**config.mk**
```make
export PLATFORM = sky130hd
export DESIGN_NAME = event_encoder16
export DESIGN_NICKNAME = d
export VERILOG_FILES = /design/src/rtl/event_encoder16_pkg.sv /design/src/rtl/event_encoder16_ffs16_rot.sv /design/src/rtl/event_encoder16.sv
export SDC_FILE = /design/constraint.sdc
export NUM_CORES = 1
export LEC_CHECK = 0
export ABC_CLOCK_PERIOD_IN_PS = 4600
export BUFFER_PORTS_ARGS = -buffer_cell sky130_fd_sc_hd__buf_2
export CAP_MARGIN = 20
export CORE_MARGIN = 2
export CORE_UTILIZATION = 55
export DETAILED_ROUTE_END_ITERATION = 12
export PLACE_DENSITY_LB_ADDON = 0.1
export SYNTH_ARGS = -nofsm -noshare
export SYNTH_HDL_FRONTEND = slang
export SYNTH_SLANG_ARGS = --single-unit
```
**constraint.sdc**
```tcl
create_clock -name clk -period 4.6 [get_ports clk]
set_input_delay 0.23 -clock clk [delete_from_list [all_inputs] [get_ports clk]]
set_output_delay 0.23 -clock clk [all_outputs]
set_load 0.01 [all_outputs]
```
**src/rtl/event_encoder16_pkg.sv**
```systemverilog
// Shared constants and helpers for the 16-line event encoder.
package event_encoder16_pkg;

    localparam int unsigned EV_W  = 16;
    localparam int unsigned IDX_W = 4;

    // OR of the indices of all set bits; exact for a one-hot input.
    function automatic logic [IDX_W-1:0] onehot_to_idx(input logic [EV_W-1:0] onehot);
        logic [IDX_W-1:0] idx;
        idx = '0;
        for (int unsigned i = 0; i < EV_W; i++) begin
            if (onehot[i]) begin
                idx = idx | IDX_W'(i);
            end
        end
        return idx;
    endfunction

endpackage

```
**src/rtl/event_encoder16_ffs16_rot.sv**
```systemverilog
// Rotating find-first-set: first set bit of vec_i at or above ptr_i, wrapping 15 -> 0.
module ffs16_rot
    import event_encoder16_pkg::*;
(
    input  logic [EV_W-1:0]  vec_i,
    input  logic [IDX_W-1:0] ptr_i,
    output logic             found_o,
    output logic [IDX_W-1:0] idx_o
);

    logic [2*EV_W-1:0] dbl;
    logic [EV_W-1:0]   rot;
    logic [EV_W-1:0]   lowest;

    always_comb begin
        // rot[j] = vec_i[(j + ptr_i) mod 16]
        dbl     = {vec_i, vec_i} >> ptr_i;
        rot     = dbl[EV_W-1:0];
        lowest  = rot & (~rot + EV_W'(1));
        found_o = |vec_i;
        // 4-bit add wraps, undoing the rotation mod 16
        idx_o   = onehot_to_idx(lowest) + ptr_i;
    end

endmodule

```
**src/rtl/event_encoder16.sv**
```systemverilog
// Collects one-cycle event strobes into a pending register and emits one encoded index per
// accepted cycle, using fixed-priority or round-robin selection.
module event_encoder16
    import event_encoder16_pkg::*;
#(
    parameter int unsigned RR_MODE = 0
) (
    input  logic             clk,
    input  logic             rst_n,
    input  logic [EV_W-1:0]  req,
    input  logic             out_ready,
    output logic             out_valid,
    output logic [IDX_W-1:0] out_idx,
    output logic [EV_W-1:0]  pend,
    output logic             overflow
);

    logic [EV_W-1:0]  pend_q, pend_d;
    logic [EV_W-1:0]  clr;
    logic             out_valid_q, out_valid_d;
    logic [IDX_W-1:0] out_idx_q, out_idx_d;
    logic [IDX_W-1:0] ptr_q, ptr_d;
    logic             overflow_q, overflow_d;
    logic [IDX_W-1:0] search_ptr;
    logic [IDX_W-1:0] sel_idx;
    logic             sel_found;
    logic             load;
    logic             grant;

    assign search_ptr = (RR_MODE != 0) ? ptr_q : '0;

    ffs16_rot u_ffs (
        .vec_i   (pend_q),
        .ptr_i   (search_ptr),
        .found_o (sel_found),
        .idx_o   (sel_idx)
    );

    always_comb begin
        load  = !out_valid_q || out_ready;
        grant = load && sel_found;
        clr   = '0;
        if (grant) begin
            clr = EV_W'(1) << sel_idx;
        end
        // A new strobe on the bit being cleared survives as a fresh event.
        pend_d      = (pend_q & ~clr) | req;
        overflow_d  = |(req & pend_q & ~clr);
        out_valid_d = load ? sel_found : out_valid_q;
        out_idx_d   = grant ? sel_idx : out_idx_q;
        ptr_d       = ptr_q;
        if (grant && (RR_MODE != 0)) begin
            ptr_d = sel_idx + IDX_W'(1);
        end
    end

    always_ff @(posedge clk or negedge rst_n) begin
        if (!rst_n) begin
            pend_q      <= '0;
            out_valid_q <= 1'b0;
            out_idx_q   <= '0;
            ptr_q       <= '0;
            overflow_q  <= 1'b0;
        end else begin
            pend_q      <= pend_d;
            out_valid_q <= out_valid_d;
            out_idx_q   <= out_idx_d;
            ptr_q       <= ptr_d;
            overflow_q  <= overflow_d;
        end
    end

    assign out_valid = out_valid_q;
    assign out_idx   = out_idx_q;
    assign pend      = pend_q;
    assign overflow  = overflow_q;

endmodule

```
==> results of run 1 <==
-- cell families after synthesis --
logic type,after synthesis,synth area share
AOI/OAI and AO/OA,54,0.3050
and+or+nand+nor,68,0.2720
buffers and inverters,7,0.02014
DFF,22,0.4029
-- area by class of cell --
cell class	count	area, um^2
timing repair buffer	41	210.2
multi-input combinational	122	788.3
fill	214	782.0
sequential	22	550.5
clock buffer	3	22.52
tap	30	37.54
inverter	5	18.77
-- critical path, stage by stage (launching register included) --
cell and delay [ns]:
dfrtp_1 0.48, or4_1 0.57, o21ai_0 0.31, nand2_1 0.16, a211oi_4 0.35, a31oi_1 0.14
nor4_1 0.33, nand4_1 0.12
-- worst max path at each step --
stage / slack, ns / cells after the start / endpoint
final: 2.02 / 7 / overflow
after global routing: 1.84 / 7 / overflow
after CTS: 2.06 / 7 / overflow
after detailed placement: 2.07 / 7 / overflow
after global placement: 2.12 / 7 / overflow
after floorplan: 2.29 / 7 / overflow
-- flip-flops by register name, indices dropped and copies added (netlist names) --
register and cells:
out_idx 4, out_valid 1, overflow 1, pend 16
-- power groups by stage --
stage	clock network (mW)	logic [mW]	registers, mW
finish	0.0885	0.0455	0.201
global route	0.0981	0.0510	0.202
CTS	0.0907	0.0454	0.201
detailed placement	0	0.0445	0.205
global placement	0	0.0438	0.205
floorplan	0	0.0219	0.207
-- cell usage after synthesis (2+ instances only) --
cell type  instances
a211oi_4           3
a21o_1            14
a21oi_1            8
a21oi_2            2
a31oi_1            8
and2_1             3
and4_1             2
dfrtp_1           22
inv_1              5
nand2_1           22
nand2b_1           4
nand3_1            6
nor2_1            11
nor2b_1            4
nor3_1             2
nor4_1             5
nor4_4             2
o21ai_0            6
o21ai_2            2
or2_1              2
-- stage by stage --
stage	area (um^2)	worst slack, ns	hold slack (ns)
CTS	1628	2.063	0.1023
floorplan	1366	2.293	-0.06559
finish	1628	2.021	0.1043
detailed placement	1595	2.071	0.2227
global route	1628	1.842	0.1043
global placement	1595	2.120	0.2137
-- metal layers --
| layer | share of wire | up-vias | global-route usage |
|---|---|---|---|
| li1 | - | 649 | - |
| met1 | 0.46 | 643 | 0.3856 |
| met2 | 0.47 | 65 | 0.4004 |
| met3 | 0.057 | 8 | 0.02500 |
| met4 | 0.021 | 0 | 0.1154 |
| met5 | 0 | - | 0 |
-- what timing repair did --
action                                  CTS  global route
endpoints found under the setup margin    0             0
setup buffers                             0             0
hold buffers                              1             0
resized for setup                         0             0
endpoints found under the hold margin    22             0
==> metrics.csv, run 1 <==
stage,metric,value,unit
detailed_routing,vias,1365,
synthesis,instance count of the mapped netlist,151,
sta,RSZ-0062 raised after global routing,false,
critical_path,Crit Path Category,flop to flop,
synthesis,async set-reset flop share out of synthesis,1.000,
finish,fin util,0.6755,
sta,min cycle time layout,2.579,ns
clock_tree,clock-pin slew reported for the worst setup and hold paths after clock tree synthesis,0.12,ns
clock_tree,CTS buffer count,3,
pwr,clock network power share,0.264,
die,Die X-Extent,53.84,um
sta,relative slew slack,0.6122,
pwr,peak supply drop,183.1,uV
sta,final setup fails,0,
grt,all-layer global routing usage,0.2656,
finish,"commonest non-fill, non-tap cell in the layout",buf_2,
finish,area delta synth->final,19.14,%
finish,final std cells w/o fill,223,
synthesis,Post-Syn Area,1366,um^2
critical_path,reg2reg start,pend[11],
critical_path,worst path required time,4.79,ns
synthesis,biggest area consumer among synthesized cells,dfrtp_1,
hold_path,hold crit path type,input pin to flop,
sta,clock skew after layout,0.002882,ns
grt,initial antenna violation count,0,
place,Placed Cells,219,
sta,endpoints failing hold,0,
detailed_routing,DRC viols,0,
clock_tree,CTS tree,yes,
pwr,PD cells,206.1,nW/um^2
pwr,Final Power,335.5,uW
place,gpl congestion,0.8631,
pwr,sequential share of power,0.601,
place,PortBufs,40,
hold_path,hold depth,2,
synthesis,post-synth top area share,0.4029,
clock_tree,root buffer cell,clkbuf_4,
sta,TNS Setup,0,ns
die,num rows,18,
clock_tree,clk sinks,22,
detailed_routing,Via density,6.121,
sta,Slew Limit Fails,0,
hold_path,WHS Endpoint,pend[7],
synthesis,most area-consuming cells after synthesis,"dfrtp_1, a21o_1, nand2_1, a211oi_4, a31oi_1",
synthesis,Synth Register Bits,22,
detailed_routing,total wire length,3492,um
synthesis,syn nets,170,
critical_path,Worst EP arrival,2.77,ns
synthesis,Yosys Warn Count,0,
critical_path,crit-path max FO,8,
finish,share of cells above drive strength 1,0.2850,
outcome,status,finished clean,
die,Core Region,2410,um^2
grt,first-pass GRT wire length,5478,um
critical_path,Setup crit end kind,flop,
critical_path,CP startpoint kind,flop,
detailed_routing,DR WL/cell,15.66,um
place,DP Wirelength,2682,um
grt,total grt overflow,0,
die,Ports,41,
synthesis,part of the Yosys area used for sequential elements,0.4029,
finish,post-layout net count,214,
sta,maximum clock rate,387.7,MHz
die,die area,2899,um^2
clock_tree,clock buffer depth,2,
clock_tree,htree depth,1,
detailed_routing,post-route ant nets,0,
clock_tree,"Clk Latency, worst-skew pair",0.31,ns
synthesis,Yosys cell types,38,
pwr,Net Sw Frac,0.2660,
sta,Slew @ Worst Pin,0.5803,ns
pwr,Pleak,0.6492,nW
pwr,Net Sw Power,89.23,uW
grt,pin count of the biggest net entering global routing,23,
die,Die Y,53.84,um
job,max-cap viol count,0,
pwr,Power Internal,246.3,uW
sta,ratio of final minimum period to clock period,0.5607,
detailed_routing,DR iter-0 viols,38,
critical_path,R2R cell count,7,
detailed_routing,first drt pass iteration count,5,
synthesis,Synth Flop Type,dfrtp_1,
synthesis,Post-synth EDFFs,0,
pwr,combinational share of power,0.135,
critical_path,worst setup path startpoint,pend[11],
critical_path,RR Endpoint,overflow,
grt,vias in the first global route,1233,
finish,"commonest cells after routing, fill and taps aside","buf_2, nand2_1, dfrtp_1, a21o_1, nor2_1",
critical_path,"reg-to-reg slack, setup",2.02,ns
finish,# diodes,0,
synthesis,Mean Syn Cell Area,9.048,um^2
hold_path,HP Start,req[7],
die,initial core utilization,0.5670,
(Power assumes the default switching activity.)
==> run 2: changes to the inputs <==
--- a/config.mk
+++ b/config.mk
@@ -5,11 +5,12 @@
 export SDC_FILE = /design/constraint.sdc
 export NUM_CORES = 1
 export LEC_CHECK = 0
-export ABC_CLOCK_PERIOD_IN_PS = 4600
+export ABC_AREA = 1
+export ABC_CLOCK_PERIOD_IN_PS = 2600
 export BUFFER_PORTS_ARGS = -buffer_cell sky130_fd_sc_hd__buf_2
 export CAP_MARGIN = 20
 export CORE_MARGIN = 2
-export CORE_UTILIZATION = 55
+export CORE_UTILIZATION = 53
 export DETAILED_ROUTE_END_ITERATION = 12
 export PLACE_DENSITY_LB_ADDON = 0.1
 export SYNTH_ARGS = -nofsm -noshare
==> constraint.sdc (replaced) <==
create_clock -name clk -period 2.6 [get_ports clk]
set_input_delay 0.13 -clock clk [delete_from_list [all_inputs] [get_ports clk]]
set_output_delay 0.13 -clock clk [all_outputs]
set_load 0.01 [all_outputs]
==> run 2 against run 1 <==
The flow now finishes with violations (DRC). Synthesized cell count grew 48%. Setup slack lost 1.4 ns. Critical path depth grew 5. Worst hold slack lost 0.10 ns. Final cell count grew 34%. Combinational power grew 140%. Largest cell class unchanged. Flip-flop and latch count is the same. Non-clock buffer count grew 2. First-iteration DRC count grew to 2.6 times the previous value.
==> metrics.csv, run 2 <==
stage,metric,value,unit,change
outcome,status,finished with violations,,
outcome,violated checks,DRC,,
clock_tree,clock-pin slew reported for the worst setup and hold paths after clock tree synthesis,0.14,ns,+0.02 ns
synthesis,Post-Syn Area,1585,um^2,+16%
detailed_routing,Via density,5.359,,-12%
critical_path,CP startpoint kind,flop,,
hold_path,hold crit path type,input pin to flop,,
critical_path,"reg-to-reg slack, setup",0.64,ns,-1.38 ns
grt,total grt overflow,0,,unchanged
detailed_routing,vias,1597,,+17%
clock_tree,post-cts resize count,0,,unchanged
synthesis,Post-synth EDFFs,0,,unchanged
critical_path,R2R cell count,12,,+5
pwr,PD cells,358.3,nW/um^2,+74%
critical_path,Worst EP arrival,2.18,ns,-0.59 ns
place,PortBufs,40,,unchanged
finish,"commonest non-fill, non-tap cell in the layout",nand2_1,,
hold_path,HP Start,req[4],,
grt,initial antenna violation count,0,,unchanged
pwr,Final Power,667.5,uW,+99%
die,Die Y,58.69,um,+9.0%
synthesis,Yosys cell types,27,,-29%
sta,endpoints failing hold,0,,unchanged
clock_tree,clock buffer depth,2,,unchanged
sta,final setup fails,0,,unchanged
hold_path,hold depth,3,,+1
grt,first-pass GRT wire length,6327,um,+15%
pwr,Pleak,0.9363,nW,+44%
critical_path,reg2reg start,pend[0],,
finish,design area,1863,um^2,+14%
die,Ports,41,,unchanged
die,num rows,19,,+1
sta,final worst slack,0.6397,ns,-1.381 ns
place,DP Wirelength,3050,um,+14%
detailed_routing,DR iter-0 viols,100,,+160%
grt,all-layer global routing usage,0.2444,,-0.02113
synthesis,most area-consuming cells after synthesis,"dfrtp_1, nand2_1, inv_1, nand3_1, nor2_1",,
job,max-cap viol count,0,,unchanged
synthesis,syn nets,242,,+42%
sta,clock skew after layout,0.01283,ns,+0.009948 ns
finish,final std cells w/o fill,298,,+34%
critical_path,Setup crit end kind,flop,,
die,Die X-Extent,58.69,um,+9.0%
place,gpl congestion,0.8919,,+3.3%
critical_path,RR Endpoint,overflow,,
clock_tree,clk sinks,22,,unchanged
synthesis,Mean Syn Cell Area,7.109,um^2,-21%
synthesis,post-synth top area share,0.3473,,-0.05565
sta,relative slew slack,0.6770,,+0.06483
clock_tree,CTS tree,yes,,
synthesis,Synth Flop Type,dfrtp_1,,
finish,share of cells above drive strength 1,0.2697,,-0.01531
detailed_routing,total wire length,3927,um,+12%
sta,min cycle time layout,1.960,ns,-0.6189 ns
hold_path,WHS Endpoint,pend[4],,
pwr,peak supply drop,187.9,uV,+2.6%
synthesis,Yosys Warn Count,0,,unchanged
grt,pin count of the biggest net entering global routing,23,,unchanged
finish,post-layout net count,287,,+34%
finish,"commonest cells after routing, fill and taps aside","nand2_1, buf_2, inv_1, nor2_1, nand3_1",,
finish,# diodes,0,,unchanged
die,die area,3445,um^2,+19%
place,Placed Cells,291,,+33%
sta,maximum clock rate,510.1,MHz,+32%
detailed_routing,post-route ant nets,0,,unchanged
synthesis,synth cell count leaders,"nand2_1, inv_1, nor2_1, nand3_1, dfrtp_1",,
place,Place WS,0.6754,ns,-1.395 ns
critical_path,Crit Path Category,flop to flop,,
clock_tree,htree depth,1,,unchanged
sta,RSZ-0062 raised after global routing,false,,
detailed_routing,DR WL/cell,13.18,um,-16%
sta,Slew @ Worst Pin,0.4845,ns,-0.09578 ns
critical_path,crit-path max FO,8,,unchanged
place,Placed Instance Area,1797,um^2,+13%
finish,max reg flops,16,,unchanged
synthesis,part of the Yosys area used for sequential elements,0.3473,,-0.05565
detailed_routing,DRC viols,2,,+2
synthesis,instance count of the mapped netlist,223,,+48%
sta,ratio of final minimum period to clock period,0.7540,,+0.1933
die,Core Region,2805,um^2,+16%
synthesis,biggest area consumer among synthesized cells,dfrtp_1,,
synthesis,Synth Register Bits,22,,unchanged
sta,TNS Setup,0,ns,unchanged
sta,Hold Worst Slack,0.001059,ns,-0.1032 ns
clock_tree,root buffer cell,clkbuf_4,,
finish,area delta synth->final,17.52,%,
clock_tree,CTS buffer count,3,,unchanged
finish,Layout fillers,268,,+25%
detailed_routing,first drt pass iteration count,8,,+3
critical_path,worst path required time,2.82,ns,-1.97 ns
grt,vias in the first global route,1360,,+10%
clock_tree,"Clk Latency, worst-skew pair",0.32,ns,about the same
finish,fin util,0.6641,,-0.01135
die,initial core utilization,0.5651,,-0.001858
synthesis,most numerous cell in the Yosys netlist,nand2_1,,
synthesis,async set-reset flop share out of synthesis,1.000,,unchanged
sta,Slew Limit Fails,0,,unchanged
## run 2: worst max path at each step
stage	to	slack, ns	start	cells past startpoint
floorplan	overflow	0.91	pend[0]	12
global placement	overflow	0.68	pend[0]	12
detailed placement	overflow	0.68	pend[0]	12
CTS	overflow	0.66	pend[0]	12
global route	overflow	0.46	pend[0]	11
finish	overflow	0.64	pend[0]	12
## run 2: per-layer routing
metal | up-vias | track usage | routed length, um
li1 | 810 | - | -
met1 | 717 | 0.3601 | 1838
met2 | 63 | 0.3788 | 1772
met3 | 7 | 0.03516 | 272
met4 | 0 | 0.06494 | 44
met5 | - | 0 | 0
## run 2: worst max-delay path, cell delays in order (launching register included)
cell and delay [ns]:
dfrtp_1 0.50, nor2_2 0.20, nand2_4 0.13, nor2_4 0.21, nand3_1 0.10, nand2_1 0.09
inv_1 0.06, nand3_1 0.11, nand3_1 0.13, nand2_1 0.08, nand3_1 0.08, nor2_1 0.11
nand2_1 0.07
## run 2: power by group
| group | internal (mW) | switching [mW] |
|---|---|---|
| combinational | 0.0432 | 0.0644 |
| clock | 0.0856 | 0.112 |
| sequential | 0.352 | 0.0104 |
| total | 0.481 | 0.187 |
## run 2: final cells by class
type | instances | area (um^2) | share of cell area
Clock buffer | 4 | 36.28 | 0.01948
Timing Repair Buffer | 43 | 230.2 | 0.1236
Tap cell | 31 | 38.79 | 0.02082
Multi-Input combinational cell | 164 | 874.6 | 0.4694
Sequential cell | 22 | 550.5 | 0.2955
Inverter | 34 | 132.6 | 0.07119
## run 2: kinds of logic after synthesis
logic type	synth area share
AOI/OAI and AO/OA	0.1373
buffers and inverters	0.1010
and+or+nand+nor	0.4144
DFF	0.3473
## run 2: what timing repair did
action / in CTS / in global routing
setup buffers: 0 / 0
hold endpoints to repair: 22 / 2
hold buffers: 1 / 2
==> run 3: changes to the inputs <==
--- a/config.mk
+++ b/config.mk
@@ -5,12 +5,12 @@
 export SDC_FILE = /design/constraint.sdc
 export NUM_CORES = 1
 export LEC_CHECK = 0
-export ABC_AREA = 1
-export ABC_CLOCK_PERIOD_IN_PS = 2600
+export ABC_AREA = 0
+export ABC_CLOCK_PERIOD_IN_PS = 1850
 export BUFFER_PORTS_ARGS = -buffer_cell sky130_fd_sc_hd__buf_2
 export CAP_MARGIN = 20
 export CORE_MARGIN = 2
-export CORE_UTILIZATION = 53
+export CORE_UTILIZATION = 51
 export DETAILED_ROUTE_END_ITERATION = 12
 export PLACE_DENSITY_LB_ADDON = 0.1
 export SYNTH_ARGS = -nofsm -noshare
==> constraint.sdc (replaced) <==
create_clock -name clk -period 1.85 [get_ports clk]
set_input_delay 0.0925 -clock clk [delete_from_list [all_inputs] [get_ports clk]]
set_output_delay 0.0925 -clock clk [all_outputs]
set_load 0.01 [all_outputs]
==> run 3 against run 2 <==
The flow now stops in 5_1_grt. Synthesized cell count shrank 32%. Synthesized area shrank 14%.
==> metrics.csv, run 3 <==
stage,metric,value,unit,change
die,Die Y,55.76,um,-5.0%
clock_tree,CTS buffer count,3,,unchanged
die,num rows,18,,-1
sta,Worst EP kind,register input,,
place,gpl congestion,0.9858,,+11%
place,DP Wirelength,3629,um,+19%
clock_tree,clk sinks,22,,unchanged
die,initial core utilization,0.5465,,-0.01857
synthesis,syn nets,170,,-30%
outcome,status,stopped before the end,,
synthesis,Yosys Warn Count,0,,unchanged
clock_tree,root buffer cell,clkbuf_4,,
synthesis,biggest area consumer among synthesized cells,dfrtp_1,,
clock_tree,htree depth,1,,unchanged
outcome,Error,"[ERROR DPL-0038] Utilization greater than 100%, impossible to legalize",,
synthesis,Mean Syn Cell Area,9.048,um^2,+27%
synthesis,instance count of the mapped netlist,151,,-32%
synthesis,Yosys cell types,38,,+41%
synthesis,post-synth top area share,0.4029,,+0.05565
synthesis,Synth Register Bits,22,,unchanged
outcome,Exit stage,5_1_grt,,
clock_tree,clock buffer depth,2,,unchanged
synthesis,Post-Syn Area,1366,um^2,-14%
synthesis,most area-consuming cells after synthesis,"dfrtp_1, a21o_1, nand2_1, a211oi_4, a31oi_1",,
place,PortBufs,40,,unchanged
synthesis,Post-synth EDFFs,0,,unchanged
sta,Crit. endpoint post-GRT repair,overflow$_DFF_PN0_/D,,
synthesis,part of the Yosys area used for sequential elements,0.4029,,+0.05565
synthesis,Synth Flop Type,dfrtp_1,,
grt,pin count of the biggest net entering global routing,23,,
synthesis,synth cell count leaders,"dfrtp_1, nand2_1, a21o_1, nor2_1",,
die,Ports,41,,unchanged
die,Die X-Extent,55.76,um,-5.0%
synthesis,async set-reset flop share out of synthesis,1.000,,unchanged
-- run 3: logic make-up after synthesis --
family          synth area share
simple gates              0.2720
flops                     0.4029
compound gates            0.3050
buf+inv                  0.02014
-- run 3: timing repair --
item,CTS
hold buffers,17
buffers inserted,9
resized for setup,23
hold endpoints to repair,38
endpoints found under the setup margin,18
pin swaps,18
-- run 3: through the flow --
step	instances	setup slack [ns]	hold WS (ns)	utilization	cell area (um^2)
detailed placement	278	-0.6101	0.09383	0.8253	2063
floorplan	151	-0.3613	-0.2031	-	1393
global placement	278	-0.5445	0.08482	0.8253	2063
CTS	306	-0.4581	0.09111	0.9600	2400
==> run 4: changes to the inputs <==
--- a/config.mk
+++ b/config.mk
@@ -9,10 +9,10 @@
 export ABC_CLOCK_PERIOD_IN_PS = 1850
 export BUFFER_PORTS_ARGS = -buffer_cell sky130_fd_sc_hd__buf_2
 export CAP_MARGIN = 20
-export CORE_MARGIN = 2
-export CORE_UTILIZATION = 51
+export CORE_AREA = 2 2 63 65
 export DETAILED_ROUTE_END_ITERATION = 12
-export PLACE_DENSITY_LB_ADDON = 0.1
+export DIE_AREA = 0 0 65 67
+export PLACE_DENSITY_LB_ADDON = 0.15
 export SYNTH_ARGS = -nofsm -noshare
 export SYNTH_HDL_FRONTEND = slang
 export SYNTH_SLANG_ARGS = --single-unit
==> run 4 against run 3 <==
The flow now finishes, with violations (hold timing, setup timing).
==> metrics.csv, run 4 (same netlist as run 1, synthesis figures left out) <==
stage,metric,value,unit,change
clock_tree,htree depth,1,,unchanged
finish,share of cells above drive strength 1,0.6162,,
sta,Slew Limit Fails,0,,
sta,relative slew slack,0.6533,,
sta,Hold Worst Slack,-0.005811,ns,
job,max-cap viol count,0,,
finish,FF/Latch Area,556.8,um^2,
critical_path,WP buf/inv,1,,
clock_tree,CTS tree,yes,,
detailed_routing,DRC viols,0,,
grt,pin count of the biggest net entering global routing,23,,
die,Die Y,67,um,+20%
grt,total grt overflow,0,,
critical_path,Worst EP arrival,2.57,ns,
critical_path,Worst path max stage delay,0.57,ns,
place,Place WS,-0.5675,ns,+0.04260 ns
sta,final setup fails,17,,
clock_tree,CTS buffer count,3,,unchanged
outcome,status,finished with violations,,
detailed_routing,first drt pass iteration count,4,,
finish,max reg flops,16,,
clock_tree,clock buffer depth,2,,unchanged
die,num rows,22,,+4
sta,clock skew after layout,0.007566,ns,
critical_path,CP startpoint kind,flop,,
critical_path,worst path required time,1.97,ns,
finish,"commonest cells after routing, fill and taps aside","buf_4, buf_2, nand2_1, dfrtp_1, buf_6",,
pwr,Final Power,1.028,mW,
finish,final std cells w/o fill,319,,
finish,# diodes,0,,
die,Core Region,3606,um^2,
die,Ports,41,,unchanged
critical_path,crit path cell chain,"or4_4, o21a_1, a211oi_4, buf_6, a31oi_4, a311o_1, a21oi_2, nand4_1",,
place,PortBufs,40,,unchanged
sta,final worst slack,-0.6010,ns,
finish,Layout fillers,268,,
finish,area delta synth->final,85.35,%,
pwr,Pleak,1.087,nW,
detailed_routing,vias,1744,,
detailed_routing,post-route ant nets,0,,
finish,post-layout net count,291,,
grt,initial antenna violation count,0,,
clock_tree,clock-pin slew reported for the worst setup and hold paths after clock tree synthesis,0.09,ns,
sta,maximum clock rate,408.0,MHz,
place,DP Wirelength,3618,um,-0.30%
finish,"commonest non-fill, non-tap cell in the layout",buf_4,,
grt,all-layer global routing usage,0.2349,,
pwr,peak supply drop,298.5,uV,
clock_tree,clk sinks,22,,unchanged
pwr,PD cells,406.0,nW/um^2,
critical_path,critical path's slowest cell,or4_4,,
sta,endpoints failing hold,1,,
critical_path,Crit Path Category,flop to flop,,
finish,Multi-input gate area,1007,um^2,
detailed_routing,DR WL/cell,17.25,um,
critical_path,Top delay family on crit path,compound AO/OA/AOI/OAI gates,,
place,Placed Cells,296,,+6.5%
place,gpl congestion,0.8454,,-14%
critical_path,crit-path max FO,4,,
sta,RSZ-0062 raised after global routing,true,,
clock_tree,"Clk Latency, worst-skew pair",0.28,ns,
finish,fin util,0.7023,,
sta,ratio of final minimum period to clock period,1.325,,
sta,Slew @ Worst Pin,0.5200,ns,
outcome,violated checks,"hold timing, setup timing",,
grt,vias in the first global route,1609,,
die,Die X-Extent,65,um,+17%
sta,min cycle time layout,2.451,ns,
detailed_routing,DR iter-0 viols,138,,
detailed_routing,Via density,5.467,,
clock_tree,root buffer cell,clkbuf_8,,
die,die area,4355,um^2,
die,initial core utilization,0.3789,,-0.1676
hold_path,hold crit path type,input pin to flop,,
grt,first-pass GRT wire length,7672,um,
critical_path,Setup crit end kind,flop,,
detailed_routing,total wire length,5504,um,
## run 4: through the flow
stage / TNS [ns] / instance area [um^2]
4_1_cts: -3.089 / 2317
5_1_grt: -5.537 / 2532
2_1_floorplan: -0.9805 / 1393
6_report: -4.413 / 2532
3_5_place_dp: -4.389 / 2086
3_3_place_gp: -3.903 / 2086
## run 4: routing by layer
layer  share of wire  track usage  vias to the layer above
li1                -            -                      798
met1            0.40       0.2932                      857
met2            0.51       0.4085                       79
met3           0.069      0.03716                       10
met4           0.018      0.08511                        0
met5               0            0                        -
## run 4: path summary, 6_finish.rpt
| path | startpoint | endpoint | slack, ns | cells after the start |
|---|---|---|---|---|
| max | pend[9] | overflow | -0.60 | 8 |
| min | req[15] | pend[15] | -0.006 | 2 |
| max reg2reg | pend[9] | overflow | -0.60 | 8 |
| min reg2reg | out_idx[0] | out_idx[0] | 0.50 | 2 |
| max in group asynchronous | rst_n | pend[3] | 1.15 | 2 |
| min in group asynchronous | rst_n | out_idx[1] | 0.31 | 2 |
## run 4: cell type report
class                      count  share of cell area
clock buffer                   4             0.01779
inverter                       5            0.007411
multi-input combinational    122              0.3977
sequential                    22              0.2199
tap                           48             0.02372
timing repair buffer         118              0.3335
## run 4: timing repair
item,CTS,global route
resized for setup,23,36
pin swaps,16,12
hold endpoints to repair,22,0
setup buffers,13,8
hold buffers,1,0
endpoints found under the setup margin,19,20
## run 4: worst register-to-register path: stages (launching register included)
cell and delay (ns):
dfrtp_2 0.45, or4_4 0.57, o21a_1 0.23, a211oi_4 0.24, buf_6 0.15, a31oi_4 0.06
a311o_1 0.29, a21oi_2 0.14, nand4_1 0.16
## run 4: power by group
| part | leakage (nW) | total (mW) | internal [mW] | switching (mW) |
|---|---|---|---|---|
| Clock | 0.0228 | 0.335 | 0.155 | 0.181 |
| Combinational | 0.854 | 0.195 | 0.0961 | 0.0992 |
| Sequential | 0.210 | 0.497 | 0.490 | 0.00764 |
